File: src/rtl/jtdd2_sndcmd.sv
// ---------------------------------------------------------------------------
// jtdd2_sndcmd
//
// The main CPU side of the sound-latch/NMI link to the DD2 sound board.
// Main CPU byte writes go into a small FIFO. Each byte is placed on
// snd_latch and announced with a snd_irq pulse. The next byte is sent only
// after the sound CPU reads the latch (a rising edge on snd_ack), or after
// the optional timeout runs out.
//
// Parameters
//   AW       FIFO address width; the FIFO holds 2**AW entries
//   IRQ_W    snd_irq pulse width in clk cycles (>= 1)
//   TIMEOUT  cycles to wait for snd_ack after the pulse; 0 = wait forever
//
// Ports
//   clk        system clock
//   rst_n      synchronous reset, active low
//   cpu_wr     main CPU write strobe (one-cycle qualified pulse)
//   cpu_din    command byte
//   snd_latch  byte presented to the sound board latch
//   snd_irq    pulse that drives the sound-side NMI flip-flop
//   snd_ack    sound CPU latch-read select (level); rising edge = ack
//   full       FIFO holds 2**AW entries
//   empty      FIFO holds no entries
//   level      FIFO occupancy
//   busy       a command is in flight (state != IDLE)
//   drop       one-cycle pulse after a write was discarded because the
//              FIFO was full
//
// Handshake: a write is taken on every clk edge where cpu_wr=1 and full=0.
// full is judged before any pop in the same cycle, so a write while full is
// always discarded. On the sound side, snd_latch is valid from the edge that
// raises snd_irq. It holds until the next load. Only a 0->1 transition of
// snd_ack counts as an acknowledge.
// ---------------------------------------------------------------------------
module jtdd2_sndcmd #(
    parameter int          AW      = 2,
    parameter int          IRQ_W   = 4,
    parameter logic [15:0] TIMEOUT = 16'd0
) (
    input  logic          clk,
    input  logic          rst_n,
    input  logic          cpu_wr,
    input  logic [7:0]    cpu_din,
    output logic [7:0]    snd_latch,
    output logic          snd_irq,
    input  logic          snd_ack,
    output logic          full,
    output logic          empty,
    output logic [AW:0]   level,
    output logic          busy,
    output logic          drop
);

    localparam int DEPTH = 2 ** AW;
    localparam int PW    = (IRQ_W > 1) ? $clog2(IRQ_W) : 1;
    localparam logic [PW-1:0] PULSE_LOAD = PW'(IRQ_W - 1);
    localparam logic [15:0]   TO_LAST    = TIMEOUT - 16'd1;

    typedef enum logic [1:0] {
        ST_IDLE = 2'd0,
        ST_IRQ  = 2'd1,
        ST_WAIT = 2'd2
    } state_t;

    state_t        state_q, state_d;

    // FIFO storage and pointers. The pointers carry one extra bit, so
    // wr_ptr - rd_ptr gives the occupancy directly and full and empty
    // cannot be mistaken for each other.
    logic [7:0]    mem [DEPTH];
    logic [AW:0]   wr_ptr, rd_ptr;
    logic          push, pop;
    logic [7:0]    head;

    // Handshake and timing state
    logic          ack_q, ack_rise;
    logic          ack_seen, ack_seen_d;
    logic [PW-1:0] pcnt, pcnt_d;
    logic [15:0]   tcnt, tcnt_d;
    logic          irq_d;
    logic          load;

    // ------------------------------------------------------------------
    // FIFO status
    // ------------------------------------------------------------------
    assign level = wr_ptr - rd_ptr;
    assign empty = (level == '0);
    assign full  = (level == {1'b1, {AW{1'b0}}});
    assign head  = mem[rd_ptr[AW-1:0]];

    // full comes from the registered pointers, so a pop in the same cycle
    // cannot open up a slot for this write.
    assign push  = cpu_wr & ~full;
    assign pop   = load;

    assign ack_rise = snd_ack & ~ack_q;
    assign busy     = (state_q != ST_IDLE);

    // ------------------------------------------------------------------
    // FSM: state register
    // ------------------------------------------------------------------
    always_ff @(posedge clk) begin
        if (!rst_n) state_q <= ST_IDLE;
        else        state_q <= state_d;
    end

    // ------------------------------------------------------------------
    // FSM: next state
    // ------------------------------------------------------------------
    always_comb begin
        state_d = state_q;
        case (state_q)
            ST_IDLE: begin
                if (!empty) state_d = ST_IRQ;
            end
            ST_IRQ: begin
                // An ack that arrives during the pulse makes WAIT unnecessary.
                if (pcnt == '0) begin
                    if (ack_seen || ack_rise) state_d = ST_IDLE;
                    else                      state_d = ST_WAIT;
                end
            end
            ST_WAIT: begin
                if (ack_rise)
                    state_d = ST_IDLE;
                else if ((TIMEOUT != 16'd0) && (tcnt == TO_LAST))
                    state_d = ST_IDLE;      // give up on this command
            end
            default: state_d = ST_IDLE;
        endcase
    end

    // ------------------------------------------------------------------
    // FSM: outputs / datapath controls
    // ------------------------------------------------------------------
    always_comb begin
        load       = 1'b0;
        irq_d      = snd_irq;
        pcnt_d     = pcnt;
        tcnt_d     = tcnt;
        ack_seen_d = ack_seen;
        case (state_q)
            ST_IDLE: begin
                if (!empty) begin
                    load       = 1'b1;
                    irq_d      = 1'b1;
                    pcnt_d     = PULSE_LOAD;
                    ack_seen_d = 1'b0;
                end
            end
            ST_IRQ: begin
                if (ack_rise) ack_seen_d = 1'b1;
                if (pcnt == '0) begin
                    irq_d  = 1'b0;
                    tcnt_d = 16'd0;
                end else begin
                    pcnt_d = pcnt - 1'b1;
                end
            end
            ST_WAIT: begin
                if (TIMEOUT != 16'd0) tcnt_d = tcnt + 16'd1;
            end
            default: ;
        endcase
    end

    // ------------------------------------------------------------------
    // Registers
    // ------------------------------------------------------------------
    always_ff @(posedge clk) begin
        if (!rst_n) begin
            wr_ptr    <= '0;
            rd_ptr    <= '0;
            ack_q     <= 1'b0;
            ack_seen  <= 1'b0;
            pcnt      <= '0;
            tcnt      <= 16'd0;
            snd_irq   <= 1'b0;
            snd_latch <= 8'h00;
            drop      <= 1'b0;
        end else begin
            if (push) wr_ptr <= wr_ptr + 1'b1;
            if (pop)  rd_ptr <= rd_ptr + 1'b1;
            ack_q     <= snd_ack;
            ack_seen  <= ack_seen_d;
            pcnt      <= pcnt_d;
            tcnt      <= tcnt_d;
            snd_irq   <= irq_d;
            // The latch changes only when a command starts, so it holds
            // still for the whole IRQ and WAIT period.
            if (load) snd_latch <= head;
            drop      <= cpu_wr & full;
        end
    end

    // The storage needs no reset. An entry is read only after it is written.
    always_ff @(posedge clk) begin
        if (push) mem[wr_ptr[AW-1:0]] <= cpu_din;
    end

endmodule
File: config.mk
export PLATFORM = sky130hd
export DESIGN_NAME = jtdd2_sndcmd
export DESIGN_NICKNAME = d
export VERILOG_FILES = /design/src/rtl/jtdd2_sndcmd.sv
export SDC_FILE = /design/constraint.sdc
export NUM_CORES = 1
export LEC_CHECK = 0
export BUFFER_PORTS_ARGS = -buffer_cell sky130_fd_sc_hd__buf_2
export CORE_MARGIN = 2
export CORE_UTILIZATION = 30
export DETAILED_ROUTE_END_ITERATION = 10
export GPL_TIMING_DRIVEN = 1
export PLACE_DENSITY = 0.48
export SKIP_CTS_REPAIR_TIMING = 1
export SLEW_MARGIN = 20
export SYNTH_ARGS = -nofsm -noshare
export SYNTH_HDL_FRONTEND = slang
export SYNTH_SLANG_ARGS = --single-unit
File: constraint.sdc
create_clock -name clk -period 3.2 [get_ports clk]
set_input_delay 0.32 -clock clk [delete_from_list [all_inputs] [get_ports clk]]
set_output_delay 0.32 -clock clk [all_outputs]
set_load 0.05 [all_outputs]
==> run summary, run 1 <==
The flow ran to the end, and the final reports show no timing, DRC or antenna violations. Setup repair after global routing left no endpoint under its margin. The summed negative setup slack over all endpoints came out at 0 ps. The logic depth of the worst setup path including buffers came out at 7. The final number of hold-violating endpoints is 0.

The worst path buffer plus inverter count is 2. The worst pin sits at a relative slew slack of 0.578. The number of design rule violations left after detail routing came out at 0. The maximum ir drop on the vdd rail came out at 0.325 mV.

The floorplan step set the die height to 91.0 um. The cell family contributing the most delay on the critical path is adder cells. The worst clock skew came out at 10.7 ps. The first-iteration detailed-routing DRC count came out at 88.

In the routed layout, each cell is associated on average with a via count of 4.55. The number of I/O port buffers came out at 27. The number of antenna violations at the first check in global routing is 0. The number of detailed-routing iterations run before antenna repair came out at 4.

Leaving out fill and tap cells, the most frequent cell in the layout is edfxtp_1. The final layout contains routed wiring with a total length of 4230 um. The final layout contains 217 nets. The synthesis-to-finish area growth is 15.3%. The final instance count without filler cells came out at 297.

After synthesis, the share of cell area in mux cells is 0.137. The minimum clock period came out at 2560 ps. The worst setup path is of the reg2reg kind. Of the total power, combinational logic draws 0.509.

Traced cell by cell, the critical path runs through inv_1, ha_1, fa_1, xnor3_2, inv_4, a21boi_2, and2_1. After synthesis, the netlist uses 32 different library cells. The min-delay analysis places its worst path in the category in2reg. Setup violations remaining at the end of the flow were counted as 0. The die outline area is 8290 sq um. After detailed placement, the design holds a cell count of 289. The fraction of final layout cells sized beyond drive strength 1 is 0.263. The insertion delay of the later-clocked pin in the worst-skew pair is 310 ps. Averaged over all synthesized cells, the footprint is 13.8 sq um.

In this run the clock root is driven by a clkbuf_8. On the critical path, the stage with the largest delay is an instance of and2_1. The post-CTS clock slew at the launch and capture registers of the worst setup and hold paths came out at 100 ps. The total overflow left after global routing is 0. The area of the mapped netlist came out at 2270 sq um. TritonCTS built the clock tree. The floorplan has 31 rows. The length in cells of the worst reg-to-reg path is 7. The routability congestion estimate from global placement is 0.709. The number of placed I/O pins came out at 28. Of the total synthesized cell area, the portion taken by full adders, half adders and majority gates is 0.0474. The switching power as a share of total power came out at 0.445. The number of instances in the synthesized netlist came out at 165.

Clock tree synthesis inserted a total of 5 buffers. After detailed routing, the average wire length per cell comes to 14.2 um. In this run the remaining antenna-violating nets after routing total 0. The maximum root-to-sink buffer count is 2. The cell depth of the worst hold path came out at 1. The share of the synthesized area in compound gates (AO/OA/AOI/OAI) came to 0.0655.

The share of the cycle needed by the critical path after routing is 0.799. The register share of total power is 0.351. The transition time at the pin with the least slew margin is 634 ps. The register bit total from synthesis came out at 54.

The total power divided by cell area came out at 1040 nW/um^2. The worst setup path is launched from a flop. The max-slew violation count is 0. The dominant combinational cell family by area after synthesis is multiplexers. For this run, the total global-route usage over all layers was measured as 0.111. For the worst setup path, the data required time is 3160 ps. The area occupied by registers is 1400 sq um. The maximum net fanout on the critical path is 8. The synthesized-area fraction occupied by and/or/nand/nor cells is 0.0898. The half-perimeter wire length of the detailed placement result came out at 2910 um. The portion of the post-synthesis area used by sequential elements came out at 0.617. The first-pass GRT wire length is 7130 um. In this run the static leakage power is 1.03 nW. The number of warnings reported in the yosys synthesis log is 0. The part of the total power dissipated in the clock network is 0.139.

Timing would allow up to 391 MHz. The maximum number of pins on one net before global-route repair is 33. The cell-internal power is 0.00152 W.

For this design the total switching power over the nets is 0.00122 W. The area occupied by multi-input gates is 803 sq um. The via count of the first global-routing pass came out at 1369. The die width is 91.0 um. The number of diodes added for antenna fixing came out at 0.

The number of maximum-capacitance constraint violations came out at 0. The library cells used most frequently in the layout, excluding fill and tap cells, are edfxtp_1 (32), nand2_1 (27), buf_2 (27). The H-tree was split into 2 levels. The initial core utilization is 0.312. The number of sinks on the clock net is 54.

In this run the standard cell core region covers 7290 sq um. Of the total synthesized cell area, the portion taken by XOR and XNOR cells is 0.0143. The via count is 1352. On the worst path, the slowest cell contributes a delay of 450 ps. The endpoint type of the worst setup path is a flop. The synthesized netlist net count came out at 185. Data on the critical path arrives at its endpoint at 2520 ps.

The final-layout fill cell count came out at 748.
## power groups by stage
stage	logic [W]	registers, W	clock network (W)
2_1_floorplan	0.000987	0.00109	0
3_3_place_gp	0.00141	0.000978	0
3_5_place_dp	0.00142	0.000979	0
4_1_cts	0.00142	0.000964	0.000401
5_1_grt	0.00151	0.000980	0.000427
6_report	0.00139	0.000961	0.000381
## per-layer routing
layer,GRT usage,vias up,part of all wire
met5,0,-,0
met4,0.0379,0,0.011
met3,0.0299,4,0.037
met2,0.172,21,0.47
met1,0.152,671,0.48
li1,-,656,-
## path summary, 6_finish.rpt
kind / start / endpoint / slack (ps)
worst max-delay path: wr_ptr[0] / mem[1][0] / 640
worst min register to register: snd_latch[7] / snd_latch[7] / 460
worst min-delay path: cpu_din[1] / mem[3][1] / 220
worst max register to register: wr_ptr[0] / mem[1][0] / 640
## per-stage QoR
stage | hold slack, ps | power, W | util | worst slack [ps] | instance area, sq um
after global routing | 212 | 0.00292 | 0.359 | 457 | 2620
after global placement | 450 | 0.00239 | 0.347 | 715 | 2530
after floorplan | 419 | 0.00208 | - | 747 | 2270
after CTS | 208 | 0.00279 | 0.359 | 603 | 2620
final | 220 | 0.00274 | 0.359 | 642 | 2620
after detailed placement | 451 | 0.00240 | 0.347 | 607 | 2530
## synthesized netlist by cell type
library cell	count	area [sq um]
edfxtp_1	32	961
a21oi_2	1	8.76
nor3_1	1	5.00
a221oi_2	1	15.0
o211a_1	1	10.0
clkbuf_1	4	15.0
o31a_1	1	8.76
mux2i_1	13	130
dfxtp_1	22	440
nand2b_1	3	18.8
ha_1	7	87.6
o2111ai_1	1	8.76
nor2_1	6	22.5
o211ai_1	1	7.51
inv_4	1	6.26
a21boi_2	1	11.3
o21ai_4	1	16.3
nor4bb_1	1	10.0
and3_1	1	6.26
o21ai_0	3	15.0
buf_2	1	5.00
a211oi_1	1	7.51
and2_1	4	25.0
nand2_1	27	101
mux4_2	8	180
xnor3_2	1	23.8
nor3b_1	2	15.0
a2111oi_2	1	15.0
inv_1	11	41.3
fa_1	1	20.0
a21oi_1	5	25.0
xnor2_1	1	8.76
## cell families (layout without fill, tap and decap cells)
kind of cell	Yosys count	after routing
buf+inv	17	50
compound gates	18	18
fa+ha+maj	8	8
xor+xnor	2	2
simple gates	45	45
mux	21	21
flops	54	54
## registers in the layout, summed over array words and instances (netlist names)
name / flops
snd_latch: 8
snd_irq: 1
state_q: 2
ack_seen: 1
rd_ptr: 3
drop: 1
wr_ptr: 3
mem: 32
pcnt: 2
ack_q: 1
## layout make-up
type | instances | area share
Clock inverter | 2 | 0.00525
Clock buffer | 6 | 0.0277
Sequential cell | 54 | 0.535
Timing Repair Buffer | 30 | 0.0602
Inverter | 12 | 0.0181
Multi-Input combinational cell | 94 | 0.307
Tap cell | 99 | 0.0473
## worst reg2reg max path, stage by stage (launching register included)
cell,delay [ps]
dfxtp_1,380
inv_1,110
ha_1,220
fa_1,410
xnor3_2,310
inv_4,70
a21boi_2,250
and2_1,450
Note: power is estimated with default switching activity, not from simulation.
==> run 2: changes to the inputs <==
clock period = 2.65 ns   (was 3.2 ns; I/O delays follow)
==> run summary, run 2 (synthesized netlist as in run 1, its figures left out) <==
The initial core utilization is 0.312. The synthesis-to-finish area growth came out at 16.6%. The number of antenna violations at the first check in global routing is 0. The first-pass GRT wire length came out at 7170 um.

The core utilization of the finished layout came out at 0.363. The via count of the first global-routing pass is 1411. The number of sinks on the clock net came out at 54. The number of placed I/O pins is 28.

The die extent in y came out at 91.0 um. The TritonCTS clock tree is built. The insertion delay of the later-clocked pin in the worst-skew pair is 310 ps. The number of maximum-capacitance constraint violations is 0. The run finished with clean final reports. The wire length per cell came out at 14.2 um. Walking the worst path, the cells encountered are inv_1, ha_1, fa_1, xnor3_2, inv_4, nor2_1, buf_2. The max-slew violation count is 0. The area occupied by registers is 1400 sq um. The headroom to the max-slew limit is 0.658. The number of diodes added for antenna fixing is 0. Counting along the longest clock path gives a buffer depth of 2. The total power divided by cell area came out at 1250 nW/um^2. The fraction of final layout cells sized beyond drive strength 1 came out at 0.289. Of the available clock period, the critical path in the final layout requires 0.924. Setup repair after global routing left no endpoint under its margin.

STA classifies the critical path endpoint as an output pin. The arrival time of the worst setup path came out at 2180 ps. The worst path buffer plus inverter count is 3. The maximum ir drop on the vdd rail came out at 0.452 mV. The die outline area came out at 8290 sq um. Once layout is done, the placed cells without fillers occupy 2650 sq um. The total setup violations reported at the end of the flow is 0. Leaving out fill and tap cells, the most frequent cell in the layout is edfxtp_1.

The first-iteration detailed-routing DRC count came out at 36. Before antenna repair, the detailed router went through 4 iterations. STA puts the critical path data required time at 2380 ps.

The final number of hold-violating endpoints came out at 0. The overall global routing resource usage came out at 0.113. Once detailed placement completed, the half-perimeter wirelength came to 3030 um. The worst path needs 2450 ps of the cycle, external delays included. The number of nets with antenna violations after detailed routing came out at 0. The final layout contains routed wiring with a total length of 4260 um.

The maximum net fanout on the critical path came out at 6. Among cell families on the critical path, the largest total delay comes from adder cells. The number of design rule violations left after detail routing is 0. The register with the most flip-flops in the layout has 32 of them. The worst setup path is of the reg2out kind. The library cells used most frequently in the layout, excluding fill and tap cells, are edfxtp_1 (32), nand2_1 (27), buf_2 (27).

The final global-route overflow total came out at 0. Routability-driven placement finished with a final weighted congestion of 0.710. Entering global routing, the biggest net connects 19 pins. The clock arrives with 4.25 ps of skew. The core box area came out at 7290 sq um. The worst hold path class is in2reg.

The count of standard-cell rows came out at 31. The delay of the slowest critical-path stage is 410 ps. Clock-pin slew was measured on the worst setup and hold paths at 100 ps. The tree is rooted in a clkbuf_8. The final layout net count is 220. The largest individual stage delay along the critical path comes from the cell fa_1. The CTS buffer count came out at 5.

The worst setup path is launched from a flop. The area occupied by multi-input gates came out at 806 sq um. The leakage power of the design came out at 1.05 nW. The die width is 91.0 um. The summed negative setup slack over all endpoints came out at 0 ps. The H-tree was split into 2 levels.

The via count came out at 1360. The vias per cell is 4.53. The worst hold slack is 174 ps. For the pin with the worst max-slew slack, the measured transition is 510 ps.

The area after detailed placement is 2560 sq um. Based on the critical path, the design can be clocked at up to 408 MHz. Counting the fill cells in the layout gives 767. The count of buffers added on input and output ports is 27.
-- run 2: cell count changes in the layout (fill, tap and decap cells not counted) --
cell        before  now
clkinv_4         0    1
and2_1           4    2
inv_6            1    0
and2_2           0    2
clkinvlp_4       0    1
buf_4            3    6
clkbuf_1         1    0
-- run 2: final timing paths --
path              slack (ps)           end  cells after the start    startpoint
setup / recovery         200         empty                      7     wr_ptr[0]
hold / removal           170     mem[3][3]                      1    cpu_din[3]
setup reg to reg         240     mem[2][7]                      7     wr_ptr[0]
hold reg to reg          460  snd_latch[4]                      2  snd_latch[4]
-- run 2: worst register-to-register path, stage by stage, from the launching register on --
cell	delay (ps)
dfxtp_1	390
inv_1	110
ha_1	220
fa_1	410
xnor3_2	320
inv_4	70
a21boi_2	260
and2_2	340
-- run 2: area by class of cell --
cell class	count	share of cell area
Multi-Input combinational cell	94	0.304
Timing Repair Buffer	33	0.0680
Inverter	12	0.0179
Sequential cell	54	0.529
Clock inverter	3	0.00803
Tap cell	99	0.0468
Clock buffer	5	0.0260
-- run 2: layer usage --
metal	track usage	share of wire	routed length [um]	vias up
li1	-	-	-	664
met5	0	0	0	-
met3	0.0290	0.035	148	6
met2	0.188	0.48	2020	22
met4	0.0379	0.015	65	0
met1	0.143	0.47	2020	668
-- run 2: power by group --
group	switching, W	internal (W)
clock	0.000274	0.000186
sequential	0.0000856	0.00108
combinational	0.00112	0.000572
-- run 2: metrics by stage --
stage	worst slack, ps	cells	total power [W]
after floorplan	252	165	0.00251
after global placement	184	292	0.00291
after detailed placement	78.8	292	0.00291
after CTS	70.3	300	0.00338
after global routing	60.5	300	0.00355
final	200	300	0.00332
==> run 3: changes to the inputs <==
CELL_PAD_IN_SITES_DETAIL_PLACEMENT = 0   (was default)
CELL_PAD_IN_SITES_GLOBAL_PLACEMENT = 2   (was default)
PLACE_DENSITY = 0.63   (was 0.48)
==> run summary, run 3 (synthesized netlist as in run 1, its figures left out) <==
The run finished with clean final reports. Across the VDD grid, the largest voltage drop is 0.369 mV. The fmax came out at 403 MHz.

The worst hold slack is 172 ps. The library cells used most frequently in the layout, excluding fill and tap cells, are edfxtp_1 (32), nand2_1 (27), buf_2 (27). The wire length on met1 is 1980 um. The number of design rule violations left after detail routing came out at 0. The critical path startpoint category is a flop. The wire length per cell is 14.4 um. The share of the cycle needed by the critical path after routing came out at 0.936. The worst setup path is captured at an output pin. The final global-route overflow total came out at 0.

The number of antenna violations at the first check in global routing is 0. The delay of the slowest critical-path stage is 410 ps. The maximum net fanout on the critical path is 6. In the final layout, the multi-input gates occupy 807 sq um. The wire length on met2 came out at 2110 um.

The first-iteration detailed-routing DRC count is 25. The initial core utilization is 0.312. The path class of the tightest hold or removal check is in2reg. The fraction of final layout cells sized beyond drive strength 1 is 0.283. The final-layout fill cell count came out at 750.

Setup repair after global routing left no endpoint under its margin. CTS built an H-tree with a depth of 2. The number of maximum-capacitance constraint violations came out at 0. After detailed placement, the total cell area comes to 2530 sq um. The number of sinks on the clock net is 54. The half-perimeter wire length of the detailed placement result is 3080 um. The number of detailed-routing iterations run before antenna repair came out at 4. The insertion delay of the later-clocked pin in the worst-skew pair is 300 ps.

The clock tree root buffer cell is clkbuf_8. The area occupied by registers came out at 1400 sq um. The count of standard-cell rows came out at 31. The max-slew violation count came out at 0. Subtracting the final worst setup slack from the clock period gives 2480 ps. The number of I/O port buffers is 27. The vias per cell came out at 4.55.

The final layout net count came out at 217. On the final layout, the worst clock skew is 3.30 ps. The overall global routing resource usage came out at 0.110.

The via count of the first global-routing pass was 1391. The type of the worst setup path is reg2out. The post-CTS clock slew at the launch and capture registers of the worst setup and hold paths came out at 100 ps. For the worst setup path, the data required time is 2380 ps. The floorplan step set the die height to 91.0 um. The total power divided by cell area came out at 1290 nW/um^2.

For this design the top-level I/O count stands at 28. The via count is 1352. The total detailed-routing wirelength is 4260 um.

Detailed routing placed a total of 134 um of wire on met3. Measured against its own limit, the worst slew margin works out to 0.614. The summed area of non-filler cells in the final layout came out at 2650 sq um. The total setup violations reported at the end of the flow came out at 0. The summed negative setup slack over all endpoints came out at 0 ps. The die outline area is 8290 sq um. The top routing layer in use is met4. The library cell used most frequently in the layout, excluding fill and tap cells, is edfxtp_1. The arrival time of the worst setup path is 2220 ps. The TritonCTS clock tree is built. The detail route stage leaves a number of antenna-violating nets equal to 0. Entering global routing, the biggest net connects 33 pins. The CTS buffer count came out at 5. The transition time at the pin with the least slew margin came out at 579 ps.

The number of diodes added for antenna fixing came out at 0. In this run the standard cell core region covers 7290 sq um. Counting along the longest clock path gives a buffer depth of 2. The register with the most flip-flops in the layout has 32 of them.

The first-pass GRT wire length is 7110 um. In this run the static leakage power is 1.05 nW. The signal on the critical path passes through inv_1, ha_1, fa_1, xnor3_2, inv_4, nor2_1, buf_2. The die width is 91.0 um. The final number of hold-violating endpoints came out at 0.

The synthesis-to-finish area growth is 16.8%. The routability congestion estimate from global placement is 0.757. For this design, the slowest cell found on the critical path is fa_1.
## run 3: changes by cell type in the layout (fill, tap and decap cells not counted)
cell        change
buf_4           -3
and2_1          -1
and2_2          +1
bufinv_16       +1
clkinv_2        -1
clkinvlp_4      -1
inv_6           +1
## run 3: metrics by stage
step	cells	setup WS [ps]	utilization	power, W
global placement	289	181	0.347	0.00289
finish	297	170	0.364	0.00342
floorplan	165	252	-	0.00251
detailed placement	289	70.4	0.347	0.00291
global route	297	22.4	0.364	0.00365
CTS	297	59.8	0.363	0.00348
## run 3: path summary, 6_finish.rpt
path              slack [ps]           end  cells past startpoint    startpoint
hold reg to reg          460  snd_latch[6]                      2  snd_latch[6]
setup reg to reg         210     mem[1][2]                      7     wr_ptr[0]
setup / recovery         170         empty                      7     wr_ptr[0]
hold / removal           170     mem[3][6]                      1    cpu_din[6]
## run 3: routing by layer
layer,global-route usage,vias up
met5,0,-
met4,0.0303,0
met3,0.0299,4
met2,0.185,19
met1,0.141,672
li1,-,657
## run 3: layout make-up
class / instances / area share
Sequential cell: 54 / 0.528
Multi-Input combinational cell: 94 / 0.304
Timing Repair Buffer: 30 / 0.0594
Tap cell: 99 / 0.0467
Clock buffer: 5 / 0.0259
Clock inverter: 3 / 0.0179
Inverter: 12 / 0.0179
## run 3: critical path: cells and delay by family, from the launching register on
family	cells	cell delay, ps
fa+ha+maj	2	630
buf+inv	3	450
flops	1	400
xor+xnor	1	320
simple gates	1	110
## run 3: report_power, final
part | switching (W) | leakage [nW] | internal [W]
sequential | 0.0000871 | 0.474 | 0.00108
clock | 0.000277 | 0.0587 | 0.000287
combinational | 0.00112 | 0.517 | 0.000565
total | 0.00149 | 1.05 | 0.00193
